--- src/rtl/fifo_pkg.sv ---
// Shared constants and types for the 8-bit sync FIFO and its stream reader.
// Common to the FIFO core and all read/write side controllers.
package fifo_pkg;

  localparam int DATA_W     = 8;
  localparam int FIFO_DEPTH = 16;
  localparam int STATS_W    = 16;

  typedef logic [DATA_W-1:0] byte_t;

endpackage

--- src/rtl/fifo_stream_rd_buf.sv ---
// Circular register buffer between the FIFO read port and the stream output.
// Push captures a returning FIFO byte; pop retires the head entry.
module fifo_stream_rd_buf #(
  parameter int BUF_DEPTH = 2,
  parameter int DATA_W    = 8,
  localparam int PW = (BUF_DEPTH > 1) ? $clog2(BUF_DEPTH) : 1,
  localparam int OW = $clog2(BUF_DEPTH + 1)
) (
  input  logic              clk,
  input  logic              rst_n,
  input  logic              i_push,
  input  logic [DATA_W-1:0] i_data,
  input  logic              i_pop,
  output logic [OW-1:0]     o_occ,
  output logic [DATA_W-1:0] o_head
);

  import fifo_pkg::*;

  if (BUF_DEPTH < 2 || BUF_DEPTH > 8) begin : g_bad_depth
    $error("fifo_stream_rd_buf: BUF_DEPTH must be 2..8");
  end

  logic [DATA_W-1:0] r_mem [BUF_DEPTH];
  logic [PW-1:0]     r_wr_ptr;
  logic [PW-1:0]     r_rd_ptr;
  logic [OW-1:0]     r_occ;

  // Explicit wrap keeps non-power-of-2 depths inside the array.
  function automatic logic [PW-1:0] ptr_next(input logic [PW-1:0] p);
    return (p == PW'(BUF_DEPTH - 1)) ? '0 : p + PW'(1);
  endfunction

  always_ff @(posedge clk or negedge rst_n) begin
    if (!rst_n) begin
      for (int i = 0; i < BUF_DEPTH; i++) begin
        r_mem[i] <= '0;
      end
    end else if (i_push) begin
      r_mem[r_wr_ptr] <= i_data;
    end
  end

  always_ff @(posedge clk or negedge rst_n) begin
    if (!rst_n) begin
      r_wr_ptr <= '0;
      r_rd_ptr <= '0;
    end else begin
      if (i_push) r_wr_ptr <= ptr_next(r_wr_ptr);
      if (i_pop)  r_rd_ptr <= ptr_next(r_rd_ptr);
    end
  end

  always_ff @(posedge clk or negedge rst_n) begin
    if (!rst_n) begin
      r_occ <= '0;
    end else begin
      unique case ({i_push, i_pop})
        2'b10:   r_occ <= r_occ + OW'(1);
        2'b01:   r_occ <= r_occ - OW'(1);
        default: r_occ <= r_occ;
      endcase
    end
  end

  assign o_occ  = r_occ;
  assign o_head = r_mem[r_rd_ptr];

  a_no_overflow: assert property (
    @(posedge clk) disable iff (!rst_n)
    !(i_push && !i_pop && r_occ == OW'(BUF_DEPTH)));

  a_no_underflow: assert property (
    @(posedge clk) disable iff (!rst_n)
    !(i_pop && r_occ == '0));

endmodule

--- src/rtl/fifo_stream_reader.sv ---
// FIFO read-side controller: issues reads, absorbs read latency, emits a stream.
// Build option FIFO_STREAM_READER_STATS_EN adds cnt_clr / rd_count pop counter.
module fifo_stream_reader #(
  parameter int BUF_DEPTH = 2,
  parameter int DATA_W    = fifo_pkg::DATA_W
) (
  input  logic                       clk,
  input  logic                       rst_n,
  input  logic                       en,
  input  logic                       fifo_empty,
  input  logic [DATA_W-1:0]          fifo_data,
  output logic                       fifo_re,
  output logic                       m_valid,
  output logic [DATA_W-1:0]          m_data,
  input  logic                       m_ready,
`ifdef FIFO_STREAM_READER_STATS_EN
  input  logic                       cnt_clr,
  output logic [fifo_pkg::STATS_W-1:0] rd_count,
`endif
  output logic                       busy
);

  import fifo_pkg::*;

  localparam int OW = $clog2(BUF_DEPTH + 1);
  localparam int CW = OW + 1;

  logic          r_inflight;
  logic [OW-1:0] w_occ;
  logic [CW-1:0] w_credit;
  logic          w_pop;

  assign w_pop   = m_valid && m_ready;
  assign m_valid = (w_occ != '0);
  assign busy    = m_valid || r_inflight;

  // Slots committed after this edge; a same-cycle pop frees one.
  assign w_credit = CW'(w_occ) + CW'(r_inflight) - CW'(w_pop);

  assign fifo_re = en && !fifo_empty && rst_n
                && (w_credit < CW'(BUF_DEPTH));

  always_ff @(posedge clk or negedge rst_n) begin
    if (!rst_n) r_inflight <= 1'b0;
    else        r_inflight <= fifo_re;
  end

  fifo_stream_rd_buf #(
    .BUF_DEPTH (BUF_DEPTH),
    .DATA_W    (DATA_W)
  ) u_buf (
    .clk    (clk),
    .rst_n  (rst_n),
    .i_push (r_inflight),
    .i_data (fifo_data),
    .i_pop  (w_pop),
    .o_occ  (w_occ),
    .o_head (m_data)
  );

`ifdef FIFO_STREAM_READER_STATS_EN
  logic [STATS_W-1:0] r_rd_count;

  always_ff @(posedge clk or negedge rst_n) begin
    if (!rst_n) begin
      r_rd_count <= '0;
    end else if (cnt_clr) begin
      r_rd_count <= '0;
    end else if (w_pop && r_rd_count != '1) begin
      r_rd_count <= r_rd_count + STATS_W'(1);
    end
  end

  assign rd_count = r_rd_count;
`endif

  a_credit: assert property (
    @(posedge clk) disable iff (!rst_n)
    (CW'(w_occ) + CW'(r_inflight)) <= CW'(BUF_DEPTH));

  a_no_read_empty: assert property (
    @(posedge clk) disable iff (!rst_n)
    !(fifo_re && fifo_empty));

endmodule

--- config.mk ---
export PLATFORM = sky130hd
export DESIGN_NAME = fifo_stream_reader
export DESIGN_NICKNAME = d
export VERILOG_FILES = /design/src/rtl/fifo_pkg.sv /design/src/rtl/fifo_stream_rd_buf.sv /design/src/rtl/fifo_stream_reader.sv
export SDC_FILE = /design/constraint.sdc
export NUM_CORES = 1
export LEC_CHECK = 0
export BUFFER_PORTS_ARGS = -buffer_cell sky130_fd_sc_hd__buf_2
export CAP_MARGIN = 20
export CORE_MARGIN = 2
export CORE_UTILIZATION = 51
export DETAILED_ROUTE_END_ITERATION = 12
export PLACE_DENSITY = 0.77
export SYNTH_ARGS = -nofsm -noshare
export SYNTH_HDL_FRONTEND = slang
export SYNTH_SLANG_ARGS = --single-unit
--- constraint.sdc ---
create_clock -name clk -period 2.6 [get_ports clk]
set_clock_uncertainty 0.05 [all_clocks]
set_input_delay 0.52 -clock clk [delete_from_list [all_inputs] [get_ports clk]]
set_output_delay 0.52 -clock clk [all_outputs]
set_load 0.03 [all_outputs]
# Word-level counts from Yosys, hierarchy flattened
# Cells that the tools add are included.
# totals
reg_bits,21
input_bits,13
out_inout_bits,11
wordCells,38
# classes
add_sub_neg,6
n_lt_le_gt_ge,4
n_eq_ne,2
muxes,9
bitwise,2
reduce_logical,9
# op_table
operator,n
8-bit two-way mux,4
16-bit bitwise mux,1
8-bit demux with 1-bit select,1
1-bit logical AND,5
2-bit >= comparator (second input constant),2
1-bit inverter with 2-bit output,2
2-bit one-hot mux with 2 select lines,1
2-bit nonzero test,2
2-bit by 1-bit adder with 3-bit output,1
3-bit by 2-bit < comparator with 1-bit output (second input constant),1
3-bit by 1-bit subtractor with 3-bit output,1
1-bit adder (second input constant),2
2-bit by 1-bit adder with 2-bit output (second input constant),1
2-bit by 1-bit == test with 1-bit output (second input constant),1
2-bit == test (second input constant),1
2-bit by 1-bit < comparator with 1-bit output (second input constant),1
1-bit two-way mux,2
2-bit by 1-bit subtractor with 2-bit output (second input constant),1
1-bit logical NOT,1
1-bit logical OR,1

# Depth between registers and ports, before layout
# depth
word_depth,6
ltp_mapped,6
depth_no_buf,6

# Modules after synthesis
# From an unflattened synthesis, not the netlist that was laid out.
# unflattened
hier_cells,66
hier_area_um2,969.7
# by_module_without_submodules
module,n_inst,cells_each,area_each_um2,seq_area_each_um2
fifo_stream_rd_buf,1,55,857.1,500.5
fifo_stream_reader,1,11,112.6,25.0

# Worst setup path before layout
# No wires, ideal clock.
# synth_timing
path_kind,input-to-output
startpoint,input m_ready
endpoint,output fifo_re
arrival_ps,1939
required_time_ps,2030
slack_ps,91
cell_stages,6
path_buffers,0
path_cell_list,and3b_1 a21oi_1 nand2b_1 fa_1 nand4b_1 nor2_1
# synth_between
elab_chain_cells,4
# synth_lines
item,line,rtl
from (decl),fifo_stream_reader.sv:15,"input logic m_ready,"
1-bit logical AND,fifo_stream_reader.sv:33,assign w_pop = m_valid && m_ready;
3-bit by 1-bit subtractor with 3-bit output,fifo_stream_reader.sv:38,assign w_credit = CW'(w_occ) + CW'(r_inflight) - CW'(w_pop);
3-bit by 2-bit < comparator with 1-bit output,fifo_stream_reader.sv:41,&& (w_credit < CW'(BUF_DEPTH));
1-bit logical AND,fifo_stream_reader.sv:41,
to (decl),fifo_stream_reader.sv:12,"output logic fifo_re,"
# Every way passes these cells.

# Final worst setup path
# layout_timing
startpoint,"register u_buf.r_occ[0], in the netlist u_buf.o_occ[0]"
endpoint,output fifo_re
# layout_between
elab_chain_cells,5
word_cells_on_any_way,6
cone_classes,add/sub: 2; order compare: 1; reduce/logical: 3
# layout_lines
item,line,rtl
from (decl),fifo_stream_rd_buf.sv:27,logic [OW-1:0] r_occ;
from (signal assigned),fifo_stream_rd_buf.sv:59,2'b10: r_occ <= r_occ + OW'(1);
from (signal assigned),fifo_stream_rd_buf.sv:60,2'b01: r_occ <= r_occ - OW'(1);
from (signal assigned),fifo_stream_rd_buf.sv:61,default: r_occ <= r_occ;
branches (longest 2 deep; another with 2-bit by 1-bit adder with 3-bit output),--,
3-bit by 1-bit subtractor with 3-bit output (*),fifo_stream_reader.sv:38,
3-bit by 2-bit < comparator with 1-bit output (*),fifo_stream_reader.sv:41,
1-bit logical AND (*),fifo_stream_reader.sv:41,
# Every way passes the cells marked *.

==> run_results.csv <==
group,metric,value,unit
clocking,cts_root_buf,"clkbuf_4",
place,portBuffers,23,
die,core_area,1920,sq um
synthesis,synth_edf_count,0,
finish,nFillCells,155,
die,die_x,48.5,um
synthesis,ys.flop_type,"dfrtp_1",
outcome,violations,"negative setup slack",
power_and_ir_drop,powerDensity,1100,nW/um^2
routing,via_count,646,
timing,worst_slew_pin_slew,422,ps
synthesis,yosysMostFrequentCell,"dfrtp_1",
global_route,grt_usage,0.185,
timing,period_minus_slack,2670,ps
timing,relSlewSlack,0.719,
critical_path,critPathMaxStageDelay,470,ps
critical_path,path_cells,"and3b_2 > a21oi_2 > nand2b_4 > fa_1 > nand4b_1 > nor2_2 > buf_6",
place,place_area,1150,sq um
synthesis,ys_types,21,
global_route,grt_pass1_wl,3340,um
die,io_pins,24,
power_and_ir_drop,peakVddDrop,587,uV
routing,viasPerCell,4.93,
clocking,clock_latency,310,ps
clocking,path_clk_slew,120,ps
place,place_congestion,0.830,
synthesis,syn_area,1010,sq um
critical_path,required,2030,ps
die,num_rows,16,
synthesis,ys.warnings.count,0,
synthesis,synthArstFlopShare,1.00,
finish,final_nets,119,
power_and_ir_drop,power,1.40,mW
finish,antennaDiodeCount,0,
finish,multi_input_area,469,sq um
die,dieArea,2350,sq um
synthesis,syn_inst,69,
critical_path,crit_arrival,2100,ps
timing,rsz0062_at_grt,"true",
synthesis,yosys_register_bits,21,
synthesis,yosys.area.top_type,"dfrtp_1",
critical_path,cp_max_fo,2,
timing,fin_crit_sh,1.03,
critical_path,startpoint_type,"flop",
routing,wl,1840,um
critical_path,endpoint_kind,"output pin",
global_route,grt_max_degree,22,
synthesis,ys_seq_area_frac,0.520,
hold_path,hold_path.class,"in2async",
timing,setup_ws,-66.5,ps
critical_path,crit_path_top_delay_cell,"fa_1",
place,dp_hpwl,1170,um
clocking,hold_buffers,0,
critical_path,path_class,"reg2out",
critical_path,r2r_slack,490,ps
routing,first_pass_iters,4,
finish,area_growth_syn_to_layout,25.0,%
global_route,grt_pass1_vias,725,
critical_path,worst-path-buf-inv,1,
clocking,cts_buffer_depth,2,
timing,drv_slew,0,
die,die_h,48.5,um
synthesis,ys_top_cells_by_count,"21 x dfrtp_1, 16 x mux2_2, 8 x mux2_4, 3 x a21oi_1",
clocking,cts_buffers,3,
clocking,cts_tree,"done",
timing,max_freq,0.375,GHz
finish,final_area,1260,sq um
clocking,cts_sinks,21,
finish,register_area,526,sq um
flow_run,cap_violations,0,
synthesis,synth_area_leaders,"dfrtp_1 52%, mux2_2 18%, mux2_4 12%, buf_6 2.2%, fa_1 2.0%",
finish,drive_above_1_share,0.663,
global_route,antenna_found_initial,0,
routing,remaining_drc_errors,0,
clocking,htreeDepth,1,
power_and_ir_drop,p_leak,0.623,nW
outcome,status,"finished with violations",
routing,postRouteAntennaNets,0,
timing,setup_violations,1,
finish,utilization,0.658,
synthesis,postSynthAreaPerCell,14.7,sq um
synthesis,syn-num-nets,83,
timing,finalHoldViolations,0,
global_route,overflow,0,
synthesis,synth.top_cell.area_share,0.520,
critical_path,cp_top_family,"simple AND/OR/NAND/NOR gates",
routing,drt_iter0_drc,4,
die,initial_core_util,0.526,
place,preCtsSetupSlack,26.9,ps
routing,wire_per_inst,14.1,um
-- state kept, by name (all words and copies together) (netlist names) --
signal          flops
u_buf.r_mem        16
u_buf.o_occ         2
r_inflight          1
u_buf.r_rd_ptr      1
u_buf.r_wr_ptr      1
-- through the flow --
step           TNS [ps]  hold slack (ps)  std cells
6_report          -66.5              118        131
5_1_grt            -149              133        131
2_1_floorplan         0              174         69
3_5_place_dp          0              441        119
4_1_cts           -17.3              128        129
3_3_place_gp          0              432        119
-- power breakdown --
group,internal [mW],switching [mW],total (mW)
clock network,0.0576,0.106,0.164
registers,0.470,0.106,0.575
logic,0.323,0.333,0.657
-- routing by layer --
layer	GRT usage	part of all wire
met1	0.262	0.50
met5	0	0
met4	0.0667	0.011
met3	0.0401	0.039
met2	0.282	0.44
-- repair_timing --
action,CTS,global route
pin swaps,3,3
setup buffers,6,2
resized for setup,4,2
endpoints found under the setup margin,1,1
-- final timing paths --
kind,from,end,cells past startpoint
setup / recovery,u_buf.o_occ[0]$_DFFE_PN0P_,fifo_re,7
hold / removal,rst_n,r_inflight$_DFF_PN0_,2
setup reg to reg,u_buf.o_occ[0]$_DFFE_PN0P_,r_inflight$_DFF_PN0_,10
hold reg to reg,u_buf.r_mem[6]$_DFFE_PN0P_,u_buf.r_mem[6]$_DFFE_PN0P_,1
max in group asynchronous,rst_n,u_buf.r_mem[13]$_DFFE_PN0P_,2
min in group clk,fifo_data[4],u_buf.r_mem[12]$_DFFE_PN0P_,2
-- cells in the final DEF (no fill, tap or decap), types with 2 or more instances in the layout --
cell type / count
a21oi_1: 2
buf_2: 22
buf_4: 11
clkbuf_4: 3
dfrtp_1: 21
mux2_2: 16
mux2_4: 8
xnor2_1: 2
xor2_1: 2
-- layout make-up --
| cell class | instances | share of cell area |
|---|---|---|
| flip-flops and latches | 21 | 0.416 |
| well taps | 27 | 0.0267 |
| clock inverters | 1 | 0.00396 |
| repair buffers | 34 | 0.161 |
| clock buffers | 3 | 0.0178 |
| multi-input cells | 44 | 0.371 |
| inverters | 1 | 0.00297 |
-- kinds of logic (layout without fill, tap and decap cells) --
family          after synthesis  count (layout)  share of synthesized area
simple gates                 12              12                     0.0829
xor+xnor                      4               4                     0.0347
fa+ha+maj                     1               1                     0.0198
mux                          24              24                      0.297
compound gates                3               3                     0.0148
flops                        21              21                      0.520
buf+inv                       4              39                     0.0309
Power figures use the tool's default switching activity.
